--- config.mk ---
export PLATFORM = sky130hd
export DESIGN_NAME = mmu_memory_pipe
export DESIGN_NICKNAME = d
export VERILOG_FILES = /design/src/rtl/mmu_memory_pipe.sv
export SDC_FILE = /design/constraint.sdc
export NUM_CORES = 1
export LEC_CHECK = 0
export BUFFER_PORTS_ARGS = -buffer_cell sky130_fd_sc_hd__buf_2
export CAP_MARGIN = 20
export CORE_MARGIN = 10
export CORE_UTILIZATION = 54
export CTS_BUF_LIST = sky130_fd_sc_hd__clkbuf_2
export CTS_CLUSTER_SIZE = 24
export DETAILED_ROUTE_END_ITERATION = 8
export PLACE_DENSITY = 0.75
export SLEW_MARGIN = 20
export SYNTH_ARGS = -nofsm -noshare
export SYNTH_HDL_FRONTEND = slang
export SYNTH_SLANG_ARGS = --single-unit
--- constraint.sdc ---
create_clock -name iCLOCK -period 2.55 [get_ports iCLOCK]
set_input_delay 0.3825 -clock iCLOCK [delete_from_list [all_inputs] [get_ports iCLOCK]]
set_output_delay 0.3825 -clock iCLOCK [all_outputs]
set_load 0.02 [all_outputs]
--- src/rtl/mmu_memory_pipe.sv ---
`default_nettype none
// ============================================================================
// Module   : mmu_memory_pipe
// Purpose  : In-order request FIFO between the MMU and the memory bus, with
//            outstanding-read tracking and a 2-entry 64-bit return buffer.
// Option   : MMU_MEMORY_PIPE_ALIGN_CHECK_EN enables push-time alignment check
//            (misaligned requests dropped, oERR_VALID pulses one cycle later).
// Revision : 1.0 - initial release
// ============================================================================
module mmu_memory_pipe #(
  parameter int REQ_DEPTH       = 4,
  parameter int REQ_DEPTH_N     = 2,
  parameter int MAX_OUTSTANDING = 4
) (
  input  logic        iCLOCK,
  input  logic        inRESET,
  // MMU request side
  input  logic        iMMU_REQ,
  output logic        oMMU_LOCK,
  input  logic        iMMU_DATA_STORE_ACK,
  input  logic        iMMU_MMU_USE,
  input  logic [1:0]  iMMU_ORDER,
  input  logic        iMMU_RW,
  input  logic [31:0] iMMU_ADDR,
  input  logic [31:0] iMMU_DATA,
  // MMU return side
  output logic        oMMU_VALID,
  input  logic        iMMU_LOCK,
  output logic [63:0] oMMU_DATA,
  // Memory bus request side
  output logic        oMEM_REQ,
  input  logic        iMEM_LOCK,
  output logic        oMEM_DATA_STORE_ACK,
  output logic        oMEM_MMU_USE,
  output logic        oMEM_RW,
  output logic [1:0]  oMEM_ORDER,
  output logic [31:0] oMEM_ADDR,
  output logic [31:0] oMEM_DATA,
  // Memory bus return side
  input  logic        iMEM_VALID,
  output logic        oMEM_LOCK,
  input  logic [63:0] iMEM_DATA,
  // Alignment error pulse
  output logic        oERR_VALID
);

  // Entry layout: {store_ack, mmu_use, order[1:0], rw, addr[31:0], data[31:0]}
  localparam int                   ENTRY_W  = 69;
  localparam logic [REQ_DEPTH_N:0] CNT_FULL = (REQ_DEPTH_N+1)'(REQ_DEPTH);
  localparam logic [REQ_DEPTH_N:0] CNT_HIGH = (REQ_DEPTH_N+1)'(REQ_DEPTH - 1);
  localparam logic [3:0]           OUT_MAX  = 4'(MAX_OUTSTANDING);

  // Request FIFO state
  logic [ENTRY_W-1:0]     r_req_mem [REQ_DEPTH];
  logic [REQ_DEPTH_N-1:0] r_wr_ptr;
  logic [REQ_DEPTH_N-1:0] r_rd_ptr;
  logic [REQ_DEPTH_N:0]   r_count;

  // Reads issued to the bus but not yet returned
  logic [3:0]             r_outstanding;

  // Return buffer state
  logic [63:0]            r_rb_mem [2];
  logic                   r_rb_wr;
  logic                   r_rb_rd;
  logic [1:0]             r_rb_count;

  logic [ENTRY_W-1:0]     w_head;
  logic                   w_head_read;
  logic                   w_accept;
  logic                   w_push;
  logic                   w_pop;
  logic                   w_issue_read;
  logic                   w_ret_push;
  logic                   w_ret_pop;

  // Lock one entry early so a request launched the cycle lock rises still fits
  assign oMMU_LOCK   = (r_count >= CNT_HIGH) || iMEM_LOCK;
  assign w_accept    = iMMU_REQ && !oMMU_LOCK;

`ifdef MMU_MEMORY_PIPE_ALIGN_CHECK_EN
  logic w_misaligned;
  logic r_err;

  assign w_misaligned = ((iMMU_ORDER == 2'd1) && iMMU_ADDR[0])            ||
                        ((iMMU_ORDER == 2'd2) && (iMMU_ADDR[1:0] != 2'b00)) ||
                        (iMMU_ORDER == 2'd3);
  assign w_push       = w_accept && (r_count != CNT_FULL) && !w_misaligned;
  assign oERR_VALID   = r_err;

  // One-cycle error pulse following a rejected misaligned push
  always_ff @(posedge iCLOCK or negedge inRESET) begin
    if (!inRESET) begin
      r_err <= 1'b0;
    end else begin
      r_err <= w_accept && w_misaligned;
    end
  end
`else
  assign w_push     = w_accept && (r_count != CNT_FULL);
  assign oERR_VALID = 1'b0;
`endif

  // Head entry drives the bus; a read at the outstanding limit must wait
  assign w_head       = r_req_mem[r_rd_ptr];
  assign w_head_read  = !w_head[64];
  assign oMEM_REQ     = (r_count != '0) && !(w_head_read && (r_outstanding == OUT_MAX));
  assign w_pop        = oMEM_REQ && !iMEM_LOCK;
  assign w_issue_read = w_pop && w_head_read;

  assign oMEM_DATA_STORE_ACK = w_head[68];
  assign oMEM_MMU_USE        = w_head[67];
  assign oMEM_ORDER          = w_head[66:65];
  assign oMEM_RW             = w_head[64];
  assign oMEM_ADDR           = w_head[63:32];
  assign oMEM_DATA           = w_head[31:0];

  // Returns with nothing outstanding are spurious and discarded entirely
  assign oMEM_LOCK  = (r_rb_count == 2'd2);
  assign w_ret_push = iMEM_VALID && !oMEM_LOCK && (r_outstanding != 4'd0);
  assign oMMU_VALID = (r_rb_count != 2'd0);
  assign oMMU_DATA  = r_rb_mem[r_rb_rd];
  assign w_ret_pop  = oMMU_VALID && !iMMU_LOCK;

  // Request FIFO storage, pointers and occupancy
  always_ff @(posedge iCLOCK or negedge inRESET) begin
    if (!inRESET) begin
      for (int i = 0; i < REQ_DEPTH; i++) begin
        r_req_mem[i] <= '0;
      end
      r_wr_ptr <= '0;
      r_rd_ptr <= '0;
      r_count  <= '0;
    end else begin
      if (w_push) begin
        r_req_mem[r_wr_ptr] <= {iMMU_DATA_STORE_ACK, iMMU_MMU_USE, iMMU_ORDER,
                                iMMU_RW, iMMU_ADDR, iMMU_DATA};
        r_wr_ptr <= r_wr_ptr + 1'b1;
      end
      if (w_pop) begin
        r_rd_ptr <= r_rd_ptr + 1'b1;
      end
      case ({w_push, w_pop})
        2'b10:   r_count <= r_count + 1'b1;
        2'b01:   r_count <= r_count - 1'b1;
        default: r_count <= r_count;
      endcase
    end
  end

  // Outstanding reads: +1 per read issued, -1 per accepted return
  always_ff @(posedge iCLOCK or negedge inRESET) begin
    if (!inRESET) begin
      r_outstanding <= 4'd0;
    end else begin
      case ({w_issue_read, w_ret_push})
        2'b10:   r_outstanding <= r_outstanding + 4'd1;
        2'b01:   r_outstanding <= r_outstanding - 4'd1;
        default: r_outstanding <= r_outstanding;
      endcase
    end
  end

  // Two-entry return buffer toward the MMU
  always_ff @(posedge iCLOCK or negedge inRESET) begin
    if (!inRESET) begin
      r_rb_mem[0] <= '0;
      r_rb_mem[1] <= '0;
      r_rb_wr     <= 1'b0;
      r_rb_rd     <= 1'b0;
      r_rb_count  <= 2'd0;
    end else begin
      if (w_ret_push) begin
        r_rb_mem[r_rb_wr] <= iMEM_DATA;
        r_rb_wr           <= ~r_rb_wr;
      end
      if (w_ret_pop) begin
        r_rb_rd <= ~r_rb_rd;
      end
      case ({w_ret_push, w_ret_pop})
        2'b10:   r_rb_count <= r_rb_count + 2'd1;
        2'b01:   r_rb_count <= r_rb_count - 2'd1;
        default: r_rb_count <= r_rb_count;
      endcase
    end
  end

endmodule
`default_nettype wire

==> metrics.md <==
| Metric | Value |
|---|---|
| Synth top cells by count | 419 x dfrtp_1, 378 x mux2_2, 69 x mux4_2 |
| Worst-path maximum fanout | between 60 and 70 |
| Clk slew on worst S/H paths | 120 ps |
| Max Cap Viol | 0 |
| H-tree levels | 3 |
| Top cells by area, synth | dfrtp_1 56%, mux2_2 23%, mux4_2 8.4% |
| Clock Path Buffers | 3 |
| Worst path slowest cell | dfrtp_4 |
| Sequential area share after synthesis | 0.564 |
| Final min period | between 2000 and 3000 ps |
| R2R setup slack | -190 ps |
| P_leak | about 0.012 uW |
| RSZ-0062 raised after global routing | yes |
| Crit Path Class | reg2out |
| Initial Utilization | 0.551 |
| Drt drc | 0 |
| CTS buffer count | 107 |
| Worst setup SP type | flop |
| Layout cells sized above 1 | 0.611 |
| Synth-to-Final Area Change | 32.6% |
| Mapped Nets | around 1.3k |
| Yosys top cell area share | 0.564 |
| Worst clock skew | roughly 100 ps |
| Post-synth EDFFs | 0 |
| Iteration-0 DRC count of the detailed router | 395 |
| Synth Area per Inst | about 17 um^2 |
| Final WS setup | -343 ps |
| Drt wl/cell | around 23 um |
| CP bufs+invs | 2 |
| Mapped Cells | around 1.1k |
| Vias per cell | 5.47 |
| Sink Count | approximately 420 |
| Async set-reset flop share out of synthesis | 1.00 |
| Fmax | around 0.35 GHz |
| Top-count cell post-synth | dfrtp_1 |
| Post-synth top flop | dfrtp_1 |
| Final count of hold timing violations | 0 |
| Pins over their slew limit | 0 |
| Worst setup EP type | output port |
| Placer Congestion | between 0.7 and 0.8 |
| Hold Crit Class | in2reg |
| Outcome | finished, violations left |
| Detailed-placement wirelength estimate | about 28 mm |
| CTS tree | yes |
| Via count | around 12k |
| Pin count of the biggest net entering global routing | between 70 and 80 |
| Ys Warns | 0 |
| Synth Register Bits | between 400 and 500 |
| Clk Latency, worst-skew pair | 1060 ps |
| Max incr delay on CP | 440 ps |
| Tot Pwr | roughly 35,000 uW |
| Gr usage total | 0.230 |
| Post-route ant nets | 0 |
| Final setup violation count | approximately 130 |
| Yosys cell types | 41 |
| Chip width | between 200 and 250 um |
| Initial antenna violation count | 4 |
| Post-Syn Area | 18,600 um^2 |
| Leading area contributor after synthesis | dfrtp_1 |
| WP data arrival | 2510 ps |
| Rows | 67 |
| Port Buffers | 275 |
| Max_slew headroom | 0.236 |
| Drt first pass iters | 4 |
| Final wirelength | 49.8 mm |
| Worst vdd ir | around 0.95 mV |
| Vias in the first global route | roughly 14k |
| Crit path cell chain | buf_12 -> mux4_2 -> buf_6 |
| Failing checks | setup timing |
| Core Box Area | roughly 34,000 um^2 |
| Nets@finish | about 1.8k |
| Crit path required time | approximately 2200 ps |
| Tcrit/Tclk final | 1.13 |
| Num ports | 277 |
| CP top delay family | buffers and inverters |
| GRT overflow | 0 |
| Setup TNS Final | -24,720 ps |
| Die Area | roughly 42,000 um^2 |
| P per Cell Area | roughly 1400 nW/um^2 |
| First-pass GRT wire length | 76.1 mm |
| Worst slew pin tran | around 1100 ps |
| Root Buffer | clkbuf_2 |
| Die Ht | 206 um |
==> layer usage <==
layer / GRT usage / share of wire / up-vias
met2: 0.388 / 0.50 / 378
met3: 0.0709 / 0.070 / 103
met5: 0 / 0.00028 / -
li1: - / - / 5169
met4: 0.0761 / 0.026 / 2
met1: 0.277 / 0.40 / 6160
==> worst paths after layout <==
check | from | to | cells after the start
hold reg to reg | r_rb_count[1]$_DFFE_PN0P_ | r_rb_count[1]$_DFFE_PN0P_ | 1
hold / removal | iMEM_DATA[5] | r_rb_mem[5]$_DFFE_PN0P_ | 3
min in group asynchronous | inRESET | r_rb_mem[79]$_DFFE_PN0P_ | 4
setup reg to reg | r_rd_ptr[0]$_DFFE_PN0N_ | r_outstanding[3]$_DFFE_PN0P_ | 9
setup / recovery | r_rd_ptr[1]$_DFFE_PN0N_ | oMEM_ADDR[0] | 3
max in group asynchronous | inRESET | r_req_mem[60]$_DFFE_PN0P_ | 4
==> area by class of cell <==
class                      count  area [um^2]
antenna                        6         15.0
clock buffer                 157          786
clock inverter                27          160
fill                        2045         9120
inverter                      14         55.1
multi-input combinational    603         7890
sequential                   419        10500
tap                          448          561
timing repair buffer         484         4700
==> cells by family (layout without fill, tap and decap cells) <==
logic type	after synthesis	after routing	share of synthesized area
other cells	1	7	0.000202
xor+xnor	13	13	0.00612
flops	419	419	0.564
fa+ha+maj	11	11	0.00821
buf+inv	80	682	0.0278
simple gates	31	32	0.0118
mux	538	538	0.379
compound gates	8	8	0.00276
==> metrics by stage <==
step / cell area (um^2) / util / setup WS, ps / cells / hold WS, ps
floorplan: 18600 / - / -114 / 1101 / 86.9
CTS: 24300 / 0.720 / -513 / 2150 / 24.6
detailed placement: 20600 / 0.611 / -47.5 / 1797 / 347
finish: 24700 / 0.730 / -343 / 2158 / 112
global placement: 20600 / 0.611 / -4.24 / 1797 / 345
global route: 24700 / 0.730 / -535 / 2157 / -7.49
==> sequential cells by signal, indices dropped and copies added, names as in the netlist <==
| signal | count |
|---|---|
| r_rb_wr | 1 |
| r_rb_mem | 128 |
| r_rb_rd | 1 |
| r_count | 3 |
| r_rd_ptr | 2 |
| r_wr_ptr | 2 |
| r_outstanding | 4 |
| r_req_mem | 276 |
| r_rb_count | 2 |
==> report_power, final <==
part	switching (uW)	internal [uW]
clock	2760	1830
sequential	1840	9890
combinational	8240	10900
total	12800	22600
==> worst min-delay path, delay by kind of cell <==
kind,cells,cell delay [ps]
buf+inv,2,650
mux,1,120
==> placed cells by master, fill, tap and decap left out, drive strengths merged <==
master / n
nand3: 1
ha: 9
or4b: 1
nor2: 5
nor3: 3
nor4: 1
mux2i: 1
inv: 15
fa: 2
clkinv: 24
nor3b: 1
a21oi: 1
or3: 1
diode: 6
mux2: 468
or2: 1
or4: 2
dfrtp: 419
xnor2: 7
bufinv: 2
nand2: 9
mux4: 69
xor2: 6
dlygate4sd3: 138
nor4b: 1
nor2b: 2
buf: 341
nand4b: 1
o21ai: 5
nand2b: 2
a211oi: 1
conb: 1
and2: 1
o311ai: 1
clkbuf: 162
==> repair_timing <==
item	in CTS	in global routing
resized for setup	243	117
hold buffers	139	0
setup endpoints to repair	135	160
setup buffers	18	5
hold endpoints to repair	835	0
gates cloned	12	5
pin swaps	7	3
(Power assumes the default switching activity.)
